==> src/rtl/tlb_array.sv <==
// TLB entry storage with CP0 write/read ports, a multi-cycle tlbp probe engine and a single-cycle search port.
// Read/search are combinational; a probe completes 2..TLBNUM/LANES+1 cycles after the cycle its start is accepted.
// A probe start is taken only while probe_ready; a write during SEARCH restarts the scan and can stall it indefinitely.
module tlb_array #(
    parameter int TLBNUM       = 16,
    parameter int TLBNUM_WIDTH = $clog2(TLBNUM),
    parameter int LANES        = 4
) (
    input  logic                    clk,
    input  logic                    reset,

    input  logic                    we,
    input  logic [TLBNUM_WIDTH-1:0] w_index,
    input  logic [18:0]             w_vpn2,
    input  logic [7:0]              w_asid,
    input  logic                    w_g,
    input  logic [19:0]             w_pfn0,
    input  logic [2:0]              w_c0,
    input  logic                    w_d0,
    input  logic                    w_v0,
    input  logic [19:0]             w_pfn1,
    input  logic [2:0]              w_c1,
    input  logic                    w_d1,
    input  logic                    w_v1,

    input  logic [TLBNUM_WIDTH-1:0] r_index,
    output logic [18:0]             r_vpn2,
    output logic [7:0]              r_asid,
    output logic                    r_g,
    output logic [19:0]             r_pfn0,
    output logic [2:0]              r_c0,
    output logic                    r_d0,
    output logic                    r_v0,
    output logic [19:0]             r_pfn1,
    output logic [2:0]              r_c1,
    output logic                    r_d1,
    output logic                    r_v1,

    input  logic                    probe_start,
    input  logic [18:0]             probe_vpn2,
    input  logic [7:0]              probe_asid,
    output logic                    probe_ready,
    output logic                    probe_done,
    output logic [TLBNUM_WIDTH:0]   probe_result,

    input  logic [18:0]             s_vpn2,
    input  logic                    s_odd,
    input  logic [7:0]              s_asid,
    output logic                    s_found,
    output logic [TLBNUM_WIDTH-1:0] s_index,
    output logic [19:0]             s_pfn,
    output logic [2:0]              s_c,
    output logic                    s_d,
    output logic                    s_v
);

    localparam int NGROUP = TLBNUM / LANES;
    localparam int GW     = (NGROUP > 1) ? $clog2(NGROUP) : 1;
    localparam logic [GW-1:0] LAST_GROUP = GW'(NGROUP - 1);

    typedef struct packed {
        logic [18:0] vpn2;
        logic [7:0]  asid;
        logic        g;
        logic [19:0] pfn0;
        logic [2:0]  c0;
        logic        d0;
        logic        v0;
        logic [19:0] pfn1;
        logic [2:0]  c1;
        logic        d1;
        logic        v1;
    } tlb_entry_t;

    typedef enum logic [1:0] {IDLE, SEARCH, DONE} state_t;

    // Page valid/dirty bits deliberately take no part in the match.
    function automatic logic tag_match(input tlb_entry_t e, input logic [18:0] vpn2,
                                       input logic [7:0] asid);
        return (e.vpn2 == vpn2) && (e.g || (e.asid == asid));
    endfunction

    tlb_entry_t entry_q [TLBNUM];
    tlb_entry_t w_entry;
    tlb_entry_t r_entry;
    tlb_entry_t s_sel;
    logic                    s_hit;
    logic [TLBNUM_WIDTH-1:0] s_idx;

    state_t                  state_q;
    logic [GW-1:0]           g_q;
    logic [18:0]             key_vpn2_q;
    logic [7:0]              key_asid_q;
    logic                    grp_hit;
    logic [TLBNUM_WIDTH-1:0] grp_idx;
    logic [TLBNUM_WIDTH-1:0] lane_idx;

    assign w_entry = '{vpn2: w_vpn2, asid: w_asid, g: w_g,
                       pfn0: w_pfn0, c0: w_c0, d0: w_d0, v0: w_v0,
                       pfn1: w_pfn1, c1: w_c1, d1: w_d1, v1: w_v1};

    // Entry storage: reset zeroes every field, a write replaces the whole entry.
    always_ff @(posedge clk) begin
        if (reset) begin
            for (int i = 0; i < TLBNUM; i++) begin
                entry_q[i] <= '0;
            end
        end else if (we) begin
            entry_q[w_index] <= w_entry;
        end
    end

    assign r_entry = entry_q[r_index];
    assign r_vpn2  = r_entry.vpn2;
    assign r_asid  = r_entry.asid;
    assign r_g     = r_entry.g;
    assign r_pfn0  = r_entry.pfn0;
    assign r_c0    = r_entry.c0;
    assign r_d0    = r_entry.d0;
    assign r_v0    = r_entry.v0;
    assign r_pfn1  = r_entry.pfn1;
    assign r_c1    = r_entry.c1;
    assign r_d1    = r_entry.d1;
    assign r_v1    = r_entry.v1;

    // Translation search over all entries; scanning downwards lets the lowest match win.
    always_comb begin
        s_hit = 1'b0;
        s_idx = '0;
        s_sel = '0;
        for (int i = TLBNUM - 1; i >= 0; i--) begin
            if (tag_match(entry_q[i], s_vpn2, s_asid)) begin
                s_hit = 1'b1;
                s_idx = TLBNUM_WIDTH'(i);
                s_sel = entry_q[i];
            end
        end
    end

    // With no hit s_sel is all zero, so every page output falls to 0 on its own.
    assign s_found = s_hit;
    assign s_index = s_idx;
    assign s_pfn   = s_odd ? s_sel.pfn1 : s_sel.pfn0;
    assign s_c     = s_odd ? s_sel.c1   : s_sel.c0;
    assign s_d     = s_odd ? s_sel.d1   : s_sel.d0;
    assign s_v     = s_odd ? s_sel.v1   : s_sel.v0;

    // Probe lane compare for the current group, lowest lane taking priority.
    always_comb begin
        grp_hit  = 1'b0;
        grp_idx  = '0;
        lane_idx = '0;
        for (int l = LANES - 1; l >= 0; l--) begin
            lane_idx = TLBNUM_WIDTH'(int'(g_q) * LANES + l);
            if (tag_match(entry_q[lane_idx], key_vpn2_q, key_asid_q)) begin
                grp_hit = 1'b1;
                grp_idx = lane_idx;
            end
        end
    end

    // Probe FSM: a write during SEARCH invalidates this cycle's compare and rescans from group 0.
    always_ff @(posedge clk) begin
        if (reset) begin
            state_q      <= IDLE;
            g_q          <= '0;
            key_vpn2_q   <= '0;
            key_asid_q   <= '0;
            probe_ready  <= 1'b1;
            probe_done   <= 1'b0;
            probe_result <= '0;
        end else begin
            case (state_q)
                IDLE: begin
                    probe_done <= 1'b0;
                    if (probe_start) begin
                        key_vpn2_q  <= probe_vpn2;
                        key_asid_q  <= probe_asid;
                        g_q         <= '0;
                        probe_ready <= 1'b0;
                        state_q     <= SEARCH;
                    end
                end
                SEARCH: begin
                    if (we) begin
                        g_q <= '0;
                    end else if (grp_hit) begin
                        probe_result <= {1'b0, grp_idx};
                        probe_done   <= 1'b1;
                        state_q      <= DONE;
                    end else if (g_q == LAST_GROUP) begin
                        probe_result <= {1'b1, {TLBNUM_WIDTH{1'b0}}};
                        probe_done   <= 1'b1;
                        state_q      <= DONE;
                    end else begin
                        g_q <= g_q + GW'(1);
                    end
                end
                DONE: begin
                    probe_done  <= 1'b0;
                    probe_ready <= 1'b1;
                    state_q     <= IDLE;
                end
                default: begin
                    probe_done  <= 1'b0;
                    probe_ready <= 1'b1;
                    state_q     <= IDLE;
                end
            endcase
        end
    end

endmodule

==> config.mk <==
export PLATFORM = sky130hd
export DESIGN_NAME = tlb_array
export DESIGN_NICKNAME = d
export VERILOG_FILES = /design/src/rtl/tlb_array.sv
export SDC_FILE = /design/constraint.sdc
export NUM_CORES = 2
export LEC_CHECK = 0
export CAP_MARGIN = 10
export CORE_MARGIN = 10
export CORE_UTILIZATION = 62
export CTS_CLUSTER_DIAMETER = 40
export DETAILED_ROUTE_END_ITERATION = 16
export HOLD_SLACK_MARGIN = 0.06
export PLACE_DENSITY = 0.81
export SYNTH_ARGS = -nofsm -noshare
export SYNTH_HDL_FRONTEND = slang
export SYNTH_SLANG_ARGS = --single-unit
==> constraint.sdc <==
create_clock -name clk -period 9.2 [get_ports clk]
set_input_delay 1.84 -clock clk [delete_from_list [all_inputs] [get_ports clk]]
set_output_delay 1.84 -clock clk [all_outputs]
set_load 0.03 [all_outputs]
# Yosys cells after proc, flatten, opt, wreduce, memory -nomap -nowiden
# Memories as Yosys holds them, arrays and structs flattened. A register that Yosys moved wholly into a read port is not among the register bits.
# Index checks and enable logic that the tools add are counted.
dict set report classes {
  n_reduce_logical 51
  add_sub_neg 4
  eq_ne 47
  bitwise 2
  mux 86
}
# op n
set op_table {}
lappend op_table {{$mux W50} 16}
lappend op_table {{$eq A19 B19 Y1} 20}
lappend op_table {{$eq A8 B8 Y1} 20}
lappend op_table {{$mux W4} 23}
lappend op_table {{$mux W78} 1}
lappend op_table {{$reduce_or A78 Y1} 1}
lappend op_table {{$mux W1} 31}
lappend op_table {{$logic_and A1 B1 Y1} 20}
lappend op_table {{$logic_or A1 B1 Y1} 20}
lappend op_table {{$mux W20} 1}
lappend op_table {{$mux W2} 8}
lappend op_table {{$mux W5} 2}
lappend op_table {{$ne A3 B3 Y1 const B} 3}
lappend op_table {{$add A4 B2 Y4 const B} 2}
lappend op_table {{$pmux W2 S2} 2}
lappend op_table {{$reduce_and A2 Y1} 3}
lappend op_table {{$reduce_and A3 Y1} 2}
lappend op_table {{$add A4 B1 Y4 const B} 1}
lappend op_table {{$ne A2 B2 Y1 const B} 2}
lappend op_table {{$reduce_and A4 Y1} 1}
lappend op_table {{$reduce_bool A2 Y1} 2}
lappend op_table {{$mux W3} 1}
lappend op_table {{$add A2 B1 Y2 const B} 1}
lappend op_table {{$eq A2 B1 Y1 const B} 1}
lappend op_table {{other kinds (5)} 6}
dict set report totals {
  memories 1
  ramBits 1248
  wordCells 198
  in_bits 145
  reg_bits 38
}
# name depth width read_ports rd_clocked_by_memory_dff wr line_no
set mem_list {}
lappend mem_list {entry_q 16 78 21 1 16 83} ;# tlb_entry_t entry_q [TLBNUM];

# Depth between registers and ports, before layout
# An unclocked memory read counts as a cell.
dict set report depth {
  ltp_word 21
  depth_mapped 14
}

# Worst setup path after synthesis
# OpenSTA, ideal clock, no wires.
dict set report synth_timing {
  path_kind {input-to-reg}
  start {input port reset}
  end {memory entry_q[1][0] (netlist name), enable pin}
  setup_time_ns 0.622
  arrival_ns 7.993
  setup_slack_ns 0.585
  path_stages 5
  required_ns 8.578
  path_cell_list {inv_1 -> nand2_1 -> or3_1 -> clkbuf_1 -> o21ai_0}
}
# item line_no
set synth_lines {}
lappend synth_lines {{start: declaration} 10} ;# input logic reset,
lappend synth_lines {{end: declaration} 83}

# Worst setup path after layout
dict set report layout_timing {
  start {input port s_vpn2[1]}
  end {output port s_c[1]}
}
dict set report layout_via {
  elab_chain_len 19
}
# item line_no
set layout_rtl {}
lappend layout_rtl {{start: declaration} 46} ;# input logic [18:0] s_vpn2,
lappend layout_rtl {{$eq A19 B19 Y1} 80} ;# return (e.vpn2 == vpn2) && (e.g || (e.asid == asid));
lappend layout_rtl {{$logic_and A1 B1 Y1} 80}
lappend layout_rtl {{$mux W50 (15 in series)} 132} ;# if (tag_match(entry_q[i], s_vpn2, s_asid)) begin
lappend layout_rtl {{$mux W50 *} 132}
lappend layout_rtl {{$mux W3 *} 144} ;# assign s_c = s_odd ? s_sel.c1 : s_sel.c0;
lappend layout_rtl {{end: declaration} 52} ;# output logic [2:0] s_c,
# Every way passes the cells marked *; elsewhere a longest branch is shown, timed or not.

==> results.md <==
Global routing:
- For met2 alone, demand over resource in global routing was between 60% and 70%.
- Global routing used approximately 46% of the available tracks.
- The number of global-route vias before repair is between 50000 and 60000.
- For met3 alone, demand over resource in global routing was a little under a fifth.
- For met1 alone, demand over resource in global routing was 56.41%.
- The initial antenna violation count is 40.
- The maximum number of pins on one net before global-route repair is 98.
- After global routing, the most crowded layer is met2.
- The leftover overflow at the end of global routing is 0.
- The wire length of the first global-routing pass is roughly 420000 um.

Synthesis:
- Synthesis produced a netlist with a net count of about 5700.
- Summing the sequential cell areas from Yosys gives a little over half of the chip area.
- The number of distinct library cells after synthesis is 64.
- The main combinational cell family by area after synthesis is multiplexers.
- The multiplexer fraction of the synthesized cell area is ~15%.
- Yosys attributes the largest share of cell area to edfxtp_1, mux4_2, and2_1, xor2_1, xnor2_1.
- The synthesized-area fraction occupied by ao, oa, aoi and oai cells is under 10%.
- The synthesized netlist devotes 0.01708% of its cell area to adder and majority cells.
- Yosys printed 0 warnings.
- The fraction of synthesized cell area in xor and xnor cells is 6.454%.
- The fraction of registers with async set/reset is 0%.
- The simple-gate share of the synthesized area is roughly 15%.
- After synthesis the netlist holds a flip-flop and latch count of approximately 1300.
- The cell taking the most area after synthesis is edfxtp_1.
- The most used flip-flop cell after synthesis is edfxtp_1.
- The gate count after technology mapping is between 5000 and 6000.
- The number of flops mapped to enable cells by yosys is roughly 1200.
- The area of the mapped netlist is 73280 um^2.
- The synthesized design devotes to its leading area cell type between 50% and 60% of total area.
- The mean post-synth cell area is 13.15 um^2.

STA:
- The number of endpoints with negative hold slack in the final report came to 0.
- Static timing analysis puts the maximum clock frequency at approximately 110 MHz.
- After layout, the worst setup slack is around 0.13 ns.
- The final critical-path required period is slightly above 9 ns.
- For the pin with the worst max-slew slack, the measured transition is around 1.3 ns.
- The headroom to the max-slew limit is 10.94%.
- Setup repair after global routing left no endpoint under its margin.
- Setup violations remaining at the end of the flow were counted as 0.
- The largest clock skew in the final design is around 0.034 ns.
- The setup TNS is 0 ns.
- The final number of max-transition violations is 0.
- The share of the clock period used by the worst path is slightly below 100%.
- The final hold slack is ~0.46 ns.

Clock tree:
- After clock tree synthesis, the clock-pin slew on the worst setup and hold paths is ~0.050 ns.
- The post-cts repair resize count is 0.
- Post-CTS timing repair inserted 0 buffers for setup.
- For this design, the CTS-stage hold fixing added 0 buffers.
- CTS saw about 1300 sinks.
- The number of H-tree levels is 4.
- The longest clock path from root to sink contains 3 buffers.
- The clock insertion delay at the later pin of the skew report is 0.81 ns.
- The TritonCTS buffer count is 180.
- The clock tree from TritonCTS is yes.
- The clock root buffer is clkbuf_16.

Floorplanning:
- The total I/O pin count is 260.
- The core outline area is roughly 120000 um^2.
- The floorplan step set the die width to 363.8 um.
- The die covers about 130000 um^2.
- The floorplan has 126 rows.
- Once the floorplan was initialized, standard cells occupied between 60 and 70% of the core.
- The die outline height is 363.8 um.

Min path:
- The class of the most critical hold timing path is reg2reg.
- Counting instances, the worst hold path has a depth of 1.

Placement:
- The setup slack after placement is between 0.4 and 0.5 ns.
- At the end of routability-driven placement, the weighted congestion stood at around 1.1.
- The cell count after placement is between 7000 and 8000.
- The number of I/O port buffers is approximately 260.
- Summing all placed instances gives a cell area of ~78000 um^2.
- The final HPWL from detailed placement is approximately 190000 um.

Run status:
- The flow ran to the end, and the final reports show no timing, DRC or antenna violations.

Final layout:
- The count of cells in the finished layout, fillers not included, comes to about 7400.
- The net count of the finished layout is between 5000 and 6000.
- The area growth from synthesis to layout is 14.75%.
- The share of the core filled with cells in the final layout is 71.40%.
- The final instance area is around 84000 um^2.
- The share of post-route cells with drive strength above 1 is approximately a fifth.

Worst setup path:
- STA puts the critical path data arrival time at between 7 and 8 ns.
- The worst setup path is captured at an output port.
- The worst setup path is launched from an input pin.
- The critical path in this run is classified as in2out.
- Measured in cells, the most critical reg-to-reg path has a length of 10.
- Along the worst path, the maximum fanout reaches 53.
- For the worst setup path, the data required time is around 7.4 ns.

Drt:
- In the final routed layout, each cell accounts on average for 41.36 um.
- In the routed design, unresolved DRC markers number 0.
- Wires add up to 304800 um.
- In the routed layout, each cell is associated on average with a via count of about 7.7.
- The routed via count is 56550.
- The number of detailed-routing iterations run before antenna repair is 9.
- For this block, the initial DRC count from the detailed router was 12210.
- The residual antenna-violating net count after detailed routing is 0.

Power and ir drop:
- The analysis attributes to cell leakage a power of 28.42 nW.
- The worst IR drop on VDD is ~210 uV.
- The sum of internal, switching and leakage power is about 16 mW.
- The total power per unit cell area is slightly below 200 nW/um^2.

Job:
- The tool flagged a number of max-cap violations equal to 0.
[power by group]
group,internal [mW],switching (mW),total (mW)
logic,0.734,1.16,1.90
registers,6.78,0.308,7.09
clock network,4.40,2.87,7.27
[cell type report]
type / instances / area, um^2
Antenna cell: 28 / 70.07
Clock inverter: 127 / 1505
Tap cell: 1536 / 1922
Clock buffer: 208 / 4778
Sequential cell: 1288 / 38290
Timing Repair Buffer: 465 / 4716
Fill cell: 7642 / 33680
Inverter: 33 / 123.9
Multi-Input combinational cell: 3684 / 32680
[cells in the final DEF (no fill, tap or decap), types with 48 or more instances in the layout]
cell and count:
nor2_1 98, clkbuf_16 187, a21oi_1 170, nand3_1 74
a221oi_1 51, o21ai_0 99, and2_1 1252, a31oi_1 48
mux4_2 502, o211ai_1 52, clkdlybuf4s50_1 228, xor2_1 354
xnor2_1 186, buf_12 51, nor4_1 115, edfxtp_1 1248
o2111ai_1 48, a22oi_1 49, buf_4 182, nand2_1 197
[path summary, 6_finish.rpt]
check	slack, ns	endpoint	from
max	0.13	s_c[1]	s_vpn2[1]
min	0.46	probe_ready	probe_ready
max reg2reg	4.60	probe_result[3]	g_q[0]
min reg2reg	0.46	probe_ready	probe_ready
[flip-flops by register name, summed over array words and instances, names as in the netlist, named ones only]
register and cells:
probe_result 5, probe_done 1, key_asid_q 8, probe_ready 1
state_q 2, g_q 2, key_vpn2_q 19, entry_q 1248
[cells in the mapped netlist (all sizes together), types with 48 or more instances]
cell / number
a21oi: 171
a221oi: 51
a22oi: 49
a31oi: 48
and2: 1252
buf: 180
clkbuf: 386
edfxtp: 1248
mux4: 502
nand2: 201
nand3: 77
nor2: 117
nor3: 50
nor4: 116
o2111ai: 48
o211ai: 52
o21ai: 115
xnor2: 186
xor2: 354
[worst max-delay path: stages]
cell and delay [ns]:
clkdlybuf4s50_1 0.80, buf_4 0.38, xor2_1 0.17, nor4_1 0.61
nand4_1 0.42, or3_2 0.62, buf_12 0.28, nand2_1 0.22
a221oi_1 0.08, nor2_1 0.13, o41ai_2 0.09, a22oi_1 0.64
buf_4 0.22, clkdlybuf4s50_1 0.69
[layer usage]
metal	share of wire, %	routed length [um]
met1	31	94580
met2	42	127400
met3	18	54760
met4	9.1	27800
met5	0.066	200
[kinds of logic after synthesis]
kind of cell / after synthesis
and+or+nand+nor: 1912
DFF: 1288
AOI/OAI and AO/OA: 729
buffers and inverters: 599
xor gates and xnor gates: 540
muxes: 502
adders and majority gates: 1
Power figures use the tool's default switching activity.
